`src/rtl/contador_pkg.sv`:
```
// rtl/contador_pkg.sv - shared mode and direction types for the up/down counter
package contador_pkg;

  // Count mode as carried on the bus; MODO_RESERVADO behaves as a pause.
  typedef enum logic [1:0] {
    MODO_CRESCENTE   = 2'b00,
    MODO_DECRESCENTE = 2'b01,
    MODO_VAI_E_VEM   = 2'b10,
    MODO_RESERVADO   = 2'b11
  } modo_t;

  // Encoding of the direcao output.
  localparam logic DIR_SOBE  = 1'b1;
  localparam logic DIR_DESCE = 1'b0;

endpackage

```
`src/rtl/contador_crescente_decrescente_param_if.sv`:
```
// rtl/contador_crescente_decrescente_param_if.sv - counter control/status bus (load signals only with CONTADOR_CARGA_EN)
interface contador_crescente_decrescente_param_if
  import contador_pkg::*;
#(
  parameter int LARGURA = 4
);

  logic               habilita;
  modo_t              modo;
`ifdef CONTADOR_CARGA_EN
  logic               carga;
  logic [LARGURA-1:0] valor_carga;
`endif
  logic [LARGURA-1:0] saida;
  logic               direcao;
  logic               fim;

  // Controller side: drives enable/mode/load, observes the count.
  modport master (
`ifdef CONTADOR_CARGA_EN
    output carga, valor_carga,
`endif
    output habilita, modo,
    input  saida, direcao, fim
  );

  // Counter side.
  modport slave (
`ifdef CONTADOR_CARGA_EN
    input  carga, valor_carga,
`endif
    input  habilita, modo,
    output saida, direcao, fim
  );

endinterface

```
`src/rtl/contador_proximo.sv`:
```
// rtl/contador_proximo.sv - combinational next count, direction and terminal flag
module contador_proximo
  import contador_pkg::*;
#(
  parameter int LARGURA    = 4,
  parameter int LIMITE_MIN = 0,
  parameter int LIMITE_MAX = 2**LARGURA - 1
) (
  input  logic [LARGURA-1:0] i_saida,
  input  logic               i_direcao,
  input  logic               i_habilita,
  input  modo_t              i_modo,
  output logic [LARGURA-1:0] o_saida,
  output logic               o_direcao,
  output logic               o_fim
);

  localparam logic [LARGURA-1:0] L_MIN = LARGURA'(LIMITE_MIN);
  localparam logic [LARGURA-1:0] L_MAX = LARGURA'(LIMITE_MAX);
  localparam logic [LARGURA-1:0] UM    = LARGURA'(1);

  // Next state: hold by default; bounds use >=/<= so a stray value still folds back into range.
  always_comb begin
    o_saida   = i_saida;
    o_direcao = i_direcao;
    o_fim     = 1'b0;
    if (i_habilita) begin
      case (i_modo)
        MODO_CRESCENTE: begin
          o_direcao = DIR_SOBE;
          if (i_saida >= L_MAX) begin
            o_saida = L_MIN;
            o_fim   = 1'b1;
          end else begin
            o_saida = i_saida + UM;
          end
        end
        MODO_DECRESCENTE: begin
          o_direcao = DIR_DESCE;
          if (i_saida <= L_MIN) begin
            o_saida = L_MAX;
            o_fim   = 1'b1;
          end else begin
            o_saida = i_saida - UM;
          end
        end
        MODO_VAI_E_VEM: begin
          if (i_direcao == DIR_SOBE) begin
            if (i_saida >= L_MAX) begin
              o_saida   = L_MAX - UM;
              o_direcao = DIR_DESCE;
              o_fim     = 1'b1;
            end else begin
              o_saida = i_saida + UM;
            end
          end else begin
            if (i_saida <= L_MIN) begin
              o_saida   = L_MIN + UM;
              o_direcao = DIR_SOBE;
              o_fim     = 1'b1;
            end else begin
              o_saida = i_saida - UM;
            end
          end
        end
        default: begin
          o_fim = 1'b0;
        end
      endcase
    end
  end

endmodule

```
`src/rtl/contador_crescente_decrescente_param.sv`:
```
// rtl/contador_crescente_decrescente_param.sv - bounded up/down/bounce counter; load port under CONTADOR_CARGA_EN
module contador_crescente_decrescente_param
  import contador_pkg::*;
#(
  parameter int LARGURA    = 4,
  parameter int LIMITE_MIN = 0,
  parameter int LIMITE_MAX = 2**LARGURA - 1
) (
  input logic clock,
  input logic reset,
  contador_crescente_decrescente_param_if.slave bus
);

  localparam logic [LARGURA-1:0] L_MIN = LARGURA'(LIMITE_MIN);
  localparam logic [LARGURA-1:0] L_MAX = LARGURA'(LIMITE_MAX);

  generate
    if (LARGURA < 2 || LIMITE_MIN < 0 || LIMITE_MIN >= LIMITE_MAX ||
        LIMITE_MAX > 2**LARGURA - 1) begin : g_param_invalido
      $error("contador: need LARGURA >= 2 and 0 <= LIMITE_MIN < LIMITE_MAX <= 2**LARGURA-1");
    end
  endgenerate

  logic [LARGURA-1:0] r_saida;
  logic               r_direcao;
  logic               r_fim;

  logic [LARGURA-1:0] w_prox_saida;
  logic               w_prox_direcao;
  logic               w_prox_fim;

  contador_proximo #(
    .LARGURA    (LARGURA),
    .LIMITE_MIN (LIMITE_MIN),
    .LIMITE_MAX (LIMITE_MAX)
  ) u_proximo (
    .i_saida    (r_saida),
    .i_direcao  (r_direcao),
    .i_habilita (bus.habilita),
    .i_modo     (bus.modo),
    .o_saida    (w_prox_saida),
    .o_direcao  (w_prox_direcao),
    .o_fim      (w_prox_fim)
  );

`ifdef CONTADOR_CARGA_EN
  logic [LARGURA-1:0] w_carga_limitada;

  // Clamp the load value into the count window so saida never leaves it.
  always_comb begin
    w_carga_limitada = bus.valor_carga;
    if (bus.valor_carga < L_MIN) begin
      w_carga_limitada = L_MIN;
    end else if (bus.valor_carga > L_MAX) begin
      w_carga_limitada = L_MAX;
    end
  end
`endif

  // State registers: reset beats load, load beats normal counting.
  always_ff @(posedge clock) begin
    if (!reset) begin
      r_saida   <= L_MIN;
      r_direcao <= DIR_SOBE;
      r_fim     <= 1'b0;
    end
`ifdef CONTADOR_CARGA_EN
    else if (bus.carga) begin
      r_saida <= w_carga_limitada;
      r_fim   <= 1'b0;
    end
`endif
    else begin
      r_saida   <= w_prox_saida;
      r_direcao <= w_prox_direcao;
      r_fim     <= w_prox_fim;
    end
  end

  assign bus.saida   = r_saida;
  assign bus.direcao = r_direcao;
  assign bus.fim     = r_fim;

endmodule

```
`src/flat_wrapper.sv`:
```
// flat-port wrapper written by rule: the top's interface ports become plain ports
module contador_crescente_decrescente_param_flat import contador_pkg::*;
#(
  parameter int LARGURA    = 4,
  parameter int LIMITE_MIN = 0,
  parameter int LIMITE_MAX = 2**LARGURA - 1
)
  (clock, reset, bus_habilita, bus_modo, bus_saida, bus_direcao, bus_fim);
  contador_crescente_decrescente_param_if #(.LARGURA(LARGURA)) bus_i ();
  input logic clock;
  input logic reset;
  input wire logic [$bits(bus_i.habilita)-1:0] bus_habilita;
  input wire logic [$bits(bus_i.modo)-1:0] bus_modo;
  output wire logic [$bits(bus_i.saida)-1:0] bus_saida;
  output wire logic [$bits(bus_i.direcao)-1:0] bus_direcao;
  output wire logic [$bits(bus_i.fim)-1:0] bus_fim;
  assign bus_i.habilita = bus_habilita;
  assign bus_i.modo = bus_modo;
  assign bus_saida = bus_i.saida;
  assign bus_direcao = bus_i.direcao;
  assign bus_fim = bus_i.fim;
  contador_crescente_decrescente_param #(.LARGURA(LARGURA), .LIMITE_MIN(LIMITE_MIN), .LIMITE_MAX(LIMITE_MAX)) u_core (.clock(clock), .reset(reset), .bus(bus_i));
endmodule
```
`config.mk`:
```
export PLATFORM = sky130hd
export DESIGN_NAME = contador_crescente_decrescente_param_flat
export DESIGN_NICKNAME = d
export VERILOG_FILES = /design/src/rtl/contador_pkg.sv /design/src/rtl/contador_crescente_decrescente_param_if.sv /design/src/rtl/contador_proximo.sv /design/src/rtl/contador_crescente_decrescente_param.sv /design/src/flat_wrapper.sv
export SDC_FILE = /design/constraint.sdc
export NUM_CORES = 1
export LEC_CHECK = 0
export BUFFER_PORTS_ARGS = -buffer_cell sky130_fd_sc_hd__buf_2
export CAP_MARGIN = 20
export CORE_AREA = 2 2 39 41
export DETAILED_ROUTE_END_ITERATION = 8
export DIE_AREA = 0 0 41 43
export GPL_TIMING_DRIVEN = 0
export PLACE_DENSITY_LB_ADDON = 0.3
export SLEW_MARGIN = 20
export SYNTH_ARGS = -nofsm -noshare
export SYNTH_HDL_FRONTEND = slang
export SYNTH_HIERARCHICAL = 1
export SYNTH_SLANG_ARGS = --single-unit
```
`constraint.sdc`:
```
create_clock -name clock -period 1.5 [get_ports clock]
set_input_delay 0.225 -clock clock [delete_from_list [all_inputs] [get_ports clock]]
set_output_delay 0.225 -clock clock [all_outputs]
set_load 0.02 [all_outputs]
```
==> impl_metrics.tcl, run 1 <==
set metrics [dict create \
    status "completed" \
    path_clk_slew_ps 50 \
    worstPathCellList "inv_4 > ha_4 > nor3b_4 > buf_4 > a21boi_2 > o21ai_1 > o21ai_1 > and2_1" \
    synth_top_area_share_pct 21.4 \
    r2r_cells 8 \
    synthToLayoutAreaGrowth_pct 45.0 \
    dr_total_vias 608 \
    cts_tree "done" \
    combPwrFrac_pct 44.9 \
    worstPathArrival_ps 1680 \
    syn_area_um2 562 \
    internal-power_uw 408 \
    startpoint_type "register" \
    reg2reg_from "u_core/bus.saida[1]$_SDFF_PN0_" \
    cpMaxStageDelayCell "dfxtp_4" \
    fmax_ghz 0.667 \
    grtUsageTotal_pct 18.4 \
    drt-wirelength-per-cell_um 13.6 \
    crit_type "register to register" \
    cp-startpoint "u_core/bus.saida[1]$_SDFF_PN0_" \
    grt-ovfl-total 0 \
    cts.path.max_buffers 2 \
    whs_path_depth 2 \
    finalInstanceArea_um2 815 \
    numPortBuffers 10 \
    drtIter0Drc 21 \
    cpPeakStageDelay_ps 360 \
    synth_cell_types 34 \
    drtPass1Iterations 4 \
    p_switching_uw 223 \
    dp_hpwl_um 963 \
    ant_nets 0 \
    gp_congestion 0.808 \
    rows 14 \
    dp_cells 98 \
    die_height_um 43 \
    dpl_cell_area_um2 659 \
    worstPathMaxFanout 3 \
    p_sw_share_pct 35.4 \
    clk_latency_ps 240 \
    share_seq_of_total_power_pct 29.9 \
    antenna_cells 0 \
    avgViaCountPerCell 5.68 \
    drc 0 \
    final_util_pct 58.9 \
    cp_common_cell "o21ai_1" \
    finalSetupViolCount 0 \
    maxCapViolCount 0 \
    clockRootBuffer "clkbuf_4" \
    grt_pass1_wl_mm 2.28 \
    ios 11 \
    syn_avg_cell_area_um2 7.80 \
    clock-sinks 6 \
    hold_viol 0 \
    grt_start_max_net_pins 11 \
    setup_slack_ps 1.52 \
    pre_cts_ws_ps -72.5 \
    cts_made_buffers 3 \
    min_period_ps 1500 \
    post-synth-top-area-cell "dfxtp_1" \
    power.leakage_uw 0.000319 \
    htreeDepth 1 \
    ys_ff_latch 6 \
    antenna_found_initial 0 \
    syn_nets 80 \
    synth_warnings 6 \
    dieWidth_um 41 \
    fill_cells 133 \
    worst_pin_slew_ps 438 \
    cts_hold_buf 0 \
    hold_path_class "input pin to register" \
    finalCritPeriodShare_pct 99.9 \
    clock_skew_ps 3.89 \
    core_um2 1380 \
    slew_headroom_pct 70.7 \
    p_per_area_nw_per_um2 775 \
    endpoint_kind "register" \
    min_from "reset" \
    final_cells 107 \
    synth.area.top_cells "dfxtp_1 (21%), ha_1 (6.7%), nand2_1 (6.0%), and2_1 (5.6%), a21oi_1 (4.5%)" \
    cp.required_ps 1680 \
    initial_core_util_pct 40.6 \
    drive_gt1_share_pct 42.9 \
    ys_seq_area_share_pct 21.4 \
    pwr-share-clk_pct 25.2 \
    vdd_drop_max_mv 0.670 \
    total_power_uw 631 \
    slew_violations 0 \
    fin_nets 100 \
    grt_pass1_vias 555 \
    drt_wl_total_mm 1.45 \
    rsz0062_at_grt "true" \
    die-area_um2 1760 \
    synth_cells 72 \
]
worst paths after layout:
kind                                         end  slack, ps
hold / removal     u_core/bus.direcao$_SDFF_PN1_        220
hold reg to reg    u_core/bus.direcao$_SDFF_PN1_        700
setup / recovery  u_core/bus.saida[0]$_SDFF_PN0_          2
setup reg to reg  u_core/bus.saida[0]$_SDFF_PN0_          2
sequential cells by signal, indices dropped and copies added, names as in the netlist:
signal / count
u_core/bus.saida: 4
u_core/bus.direcao: 1
u_core/bus.fim: 1
critical path: cells and delay by family, from the launching register on:
kind	cells	cell delay [ps]
AOI/OAI and AO/OA	3	310
buffers and inverters	2	230
adders and majority gates	1	150
DFF	1	360
and+or+nand+nor	2	380
placed cells by master, fill, tap and decap left out, drive strengths merged, types with 2 or more instances in the layout:
cell / netlist / routed
nand2: 9 / 9
nand3: 2 / 2
nor2: 2 / 2
nor3: 3 / 3
o21ai: 6 / 6
inv: 3 / 3
dfxtp: 6 / 6
clkbuf: 1 / 5
o211ai: 2 / 2
buf: 3 / 18
nor2b: 2 / 2
o22ai: 2 / 2
a21oi: 5 / 5
ha: 3 / 3
nand2b: 3 / 3
and2: 5 / 5
cells in the mapped netlist:
master	instances
o211ai_1	2
o21a_1	1
inv_1	3
and2_1	5
nor2b_1	2
nand2b_1	3
nand2_1	9
o221ai_1	1
nor2_1	2
a21boi_1	1
buf_2	2
buf_6	1
a221oi_2	1
o31ai_1	1
o21ai_1	2
or2b_1	1
o21ai_4	1
or3b_4	1
a21bo_2	1
o2111ai_2	1
nor3b_2	1
xor2_1	1
ha_1	3
a2111oi_0	1
clkbuf_1	1
nand3_1	2
dfxtp_1	6
and3_1	1
a22oi_1	1
nor3_1	3
nand4bb_1	1
o21ai_0	3
o22ai_1	2
a21oi_1	5
area by class of cell:
type | count | area [µm²] | area share [%]
tap | 16 | 20.0 | 2.46
clock buffer | 4 | 26.3 | 3.23
timing repair buffer | 15 | 91.3 | 11.2
buffer | 4 | 33.8 | 4.15
multi-input combinational | 59 | 499 | 61.3
inverter | 3 | 16.3 | 2.00
sequential | 6 | 128 | 15.7
power by group through the flow:
stage | registers [µW] | logic, µW | clock network (µW)
global route | 190 | 306 | 184
finish | 188 | 284 | 159
CTS | 185 | 261 | 166
detailed placement | 190 | 215 | 0
global placement | 190 | 212 | 0
floorplan | 205 | 150 | 0
through the flow:
stage                     hold WS [ps]  setup TNS, ps
final                              216              0
after global routing               234           -229
after CTS                          208              0
after detailed placement           461           -105
after global placement             453          -88.9
after floorplan                    298              0
cells by family (layout without fill, tap and decap cells):
| group | after synthesis | in the layout | synth area share, % |
|---|---|---|---|
| buffers and inverters | 7 | 26 | 6.46 |
| DFF | 6 | 6 | 21.4 |
| AOI/OAI and AO/OA | 24 | 24 | 32.3 |
| and+or+nand+nor | 31 | 31 | 31.6 |
| xor gates and xnor gates | 1 | 1 | 1.56 |
| adders and majority gates | 3 | 3 | 6.68 |
metal layers:
layer	GRT usage, %	part of all wire [%]	vias to the layer above
met5	0	0	-
met4	2.67	0.83	0
met3	7.85	4.3	2
met2	27.5	47	18
met1	24.6	47	288
li1	-	-	300
timing repair:
item                       in CTS  in global routing
gates resized for setup         6                  8
pin swaps                       4                  9
setup buffers                   4                  1
setup endpoints to repair       4                  6
Power figures use the tool's default switching activity.
==> run 2: changes to the inputs <==
Settings changed: CELL_PAD_IN_SITES_DETAIL_PLACEMENT set to 0, CELL_PAD_IN_SITES_GLOBAL_PLACEMENT set to 1, CORE_AREA 2 2 39 41 to unset, CORE_UTILIZATION set to 34, DIE_AREA 0 0 41 43 to unset.
==> run 2 against run 1 <==
The run now ends with setup timing left. Register-to-register slack got worse by 30 ps. Largest power group unchanged. Non-clock buffer count fell by 1. Combinational power fell by 7%. Largest cell class unchanged.
==> impl_metrics.tcl, run 2 (synthesis results as in run 1) <==
set metrics [dict create \
    worst_pin_slew_ps 394 \
    power.leakage_uw 0.000310 \
    worstPathMaxFanout 3 \
    status "finished, violations left" \
    synthToLayoutAreaGrowth_pct 37.2 \
    clk_latency_ps 240 \
    setup_slack_ps -29.2 \
    dp_hpwl_um 972 \
    drtPass1Iterations 4 \
    final_common_cell "buf_2" \
    violations "setup timing" \
    fmax_ghz 0.654 \
    min_period_ps 1530 \
    rsz0062_at_grt "true" \
    clockRootBuffer "clkbuf_4" \
    cts_made_buffers 3 \
    initial_core_util_pct 36.9 \
    timing.hold.ws_ps 211 \
    vdd_drop_max_mv 0.465 \
    clock-sinks 6 \
    whs_path_depth 2 \
    ant_nets 0 \
    dpl_cell_area_um2 659 \
    dr_total_vias 574 \
    drc 0 \
    cp.required_ps 1640 \
    maxCapViolCount 0 \
    slew_violations 0 \
    hold_viol 0 \
    grt_pass1_wl_mm 2.25 \
    drt-wirelength-per-cell_um 13.0 \
    antenna_found_initial 0 \
    most-common-layout-cells "buf_2 (10), nand2_1 (9), buf_4 (6)" \
    cts_tree "done" \
    startpoint_type "register" \
    drt_wl_total_mm 1.36 \
    avgViaCountPerCell 5.47 \
    clock_skew_ps 6.27 \
    cts_hold_buf 0 \
    cts.path.max_buffers 2 \
    slew_headroom_pct 73.6 \
    finalInstanceArea_um2 771 \
    finalCritPeriodShare_pct 102 \
    p_per_area_nw_per_um2 773 \
    rows 14 \
    gp_congestion 0.752 \
    grt_pass1_vias 537 \
    finalSetupViolCount 1 \
    endpoint_kind "register" \
    die-area_um2 1820 \
    path_clk_slew_ps 50 \
    worstPathArrival_ps 1670 \
    grtUsageTotal_pct 16.1 \
    r2r_cells 7 \
    numPortBuffers 10 \
    die_height_um 42.7 \
    dieWidth_um 42.7 \
    htreeDepth 1 \
    crit_type "register to register" \
    hold_path_class "input pin to register" \
    antenna_cells 0 \
    core_um2 1520 \
    grt_start_max_net_pins 11 \
    drtIter0Drc 9 \
    grt-ovfl-total 0 \
    largest_reg_flops 4 \
    ios 11 \
    drive_gt1_share_pct 41.6 \
    fin_nets 99 \
]
[run 2: cell types whose count changed in the layout (fill, tap and decap cells not counted), sizes merged]
cell	change
buf	-1
clkbuf	-1
[run 2: worst paths after layout]
path                                                     start                        endpoint  slack (ps)
worst max register to register  u_core/bus.saida[1]$_SDFF_PN0_  u_core/bus.saida[2]$_SDFF_PN0_         -30
worst min register to register   u_core/bus.direcao$_SDFF_PN1_   u_core/bus.direcao$_SDFF_PN1_         690
worst max-delay path            u_core/bus.saida[1]$_SDFF_PN0_  u_core/bus.saida[2]$_SDFF_PN0_         -30
worst min-delay path                                     reset   u_core/bus.direcao$_SDFF_PN1_         210
[run 2: power breakdown]
group	switching (µW)	internal, µW	leakage, µW
clock network	55.9	90.3	0.0000138
registers	11.4	173	0.0000508
logic	141	124	0.000245
[run 2: timing repair]
action,4_1_cts,5_1_grt
buffers inserted,1,3
resized for setup,2,8
setup endpoints to repair,3,6
pin swaps,1,7
[run 2: metal layers]
metal	vias up	GRT usage, %	part of all wire, %
met4	0	3.75	0
met5	-	0	0
met2	15	26.1	48
met1	264	20.5	49
li1	295	-	-
met3	0	5.11	3.8
[run 2: stage by stage]
step	total power (µW)	setup TNS [ps]	setup WS [ps]	std cells	utilization (%)
after floorplan	355	0	16.0	72	-
after global placement	405	-138	-73.4	98	43.3
after detailed placement	405	-109	-71.3	98	43.3
after CTS	569	0	0.572	102	46.1
after global routing	641	-171	-102	105	50.6
final	595	-29.2	-29.2	105	50.6
[run 2: area by class of cell]
cell class | count | area (µm²)
inverters | 3 | 16.3
repair buffers | 14 | 80.1
plain buffers | 4 | 30.0
multi-input cells | 59 | 474
well taps | 16 | 20.0
flip-flops and latches | 6 | 128
clock buffers | 3 | 22.5
fillers | 152 | 753
[run 2: worst max-delay path: stages, from the launching register on]
cell and delay, ps:
dfxtp_4 350, inv_4 60, ha_4 150, nor3b_4 240
o21ai_4 90, a221oi_2 300, nor3_2 80, and2_1 140
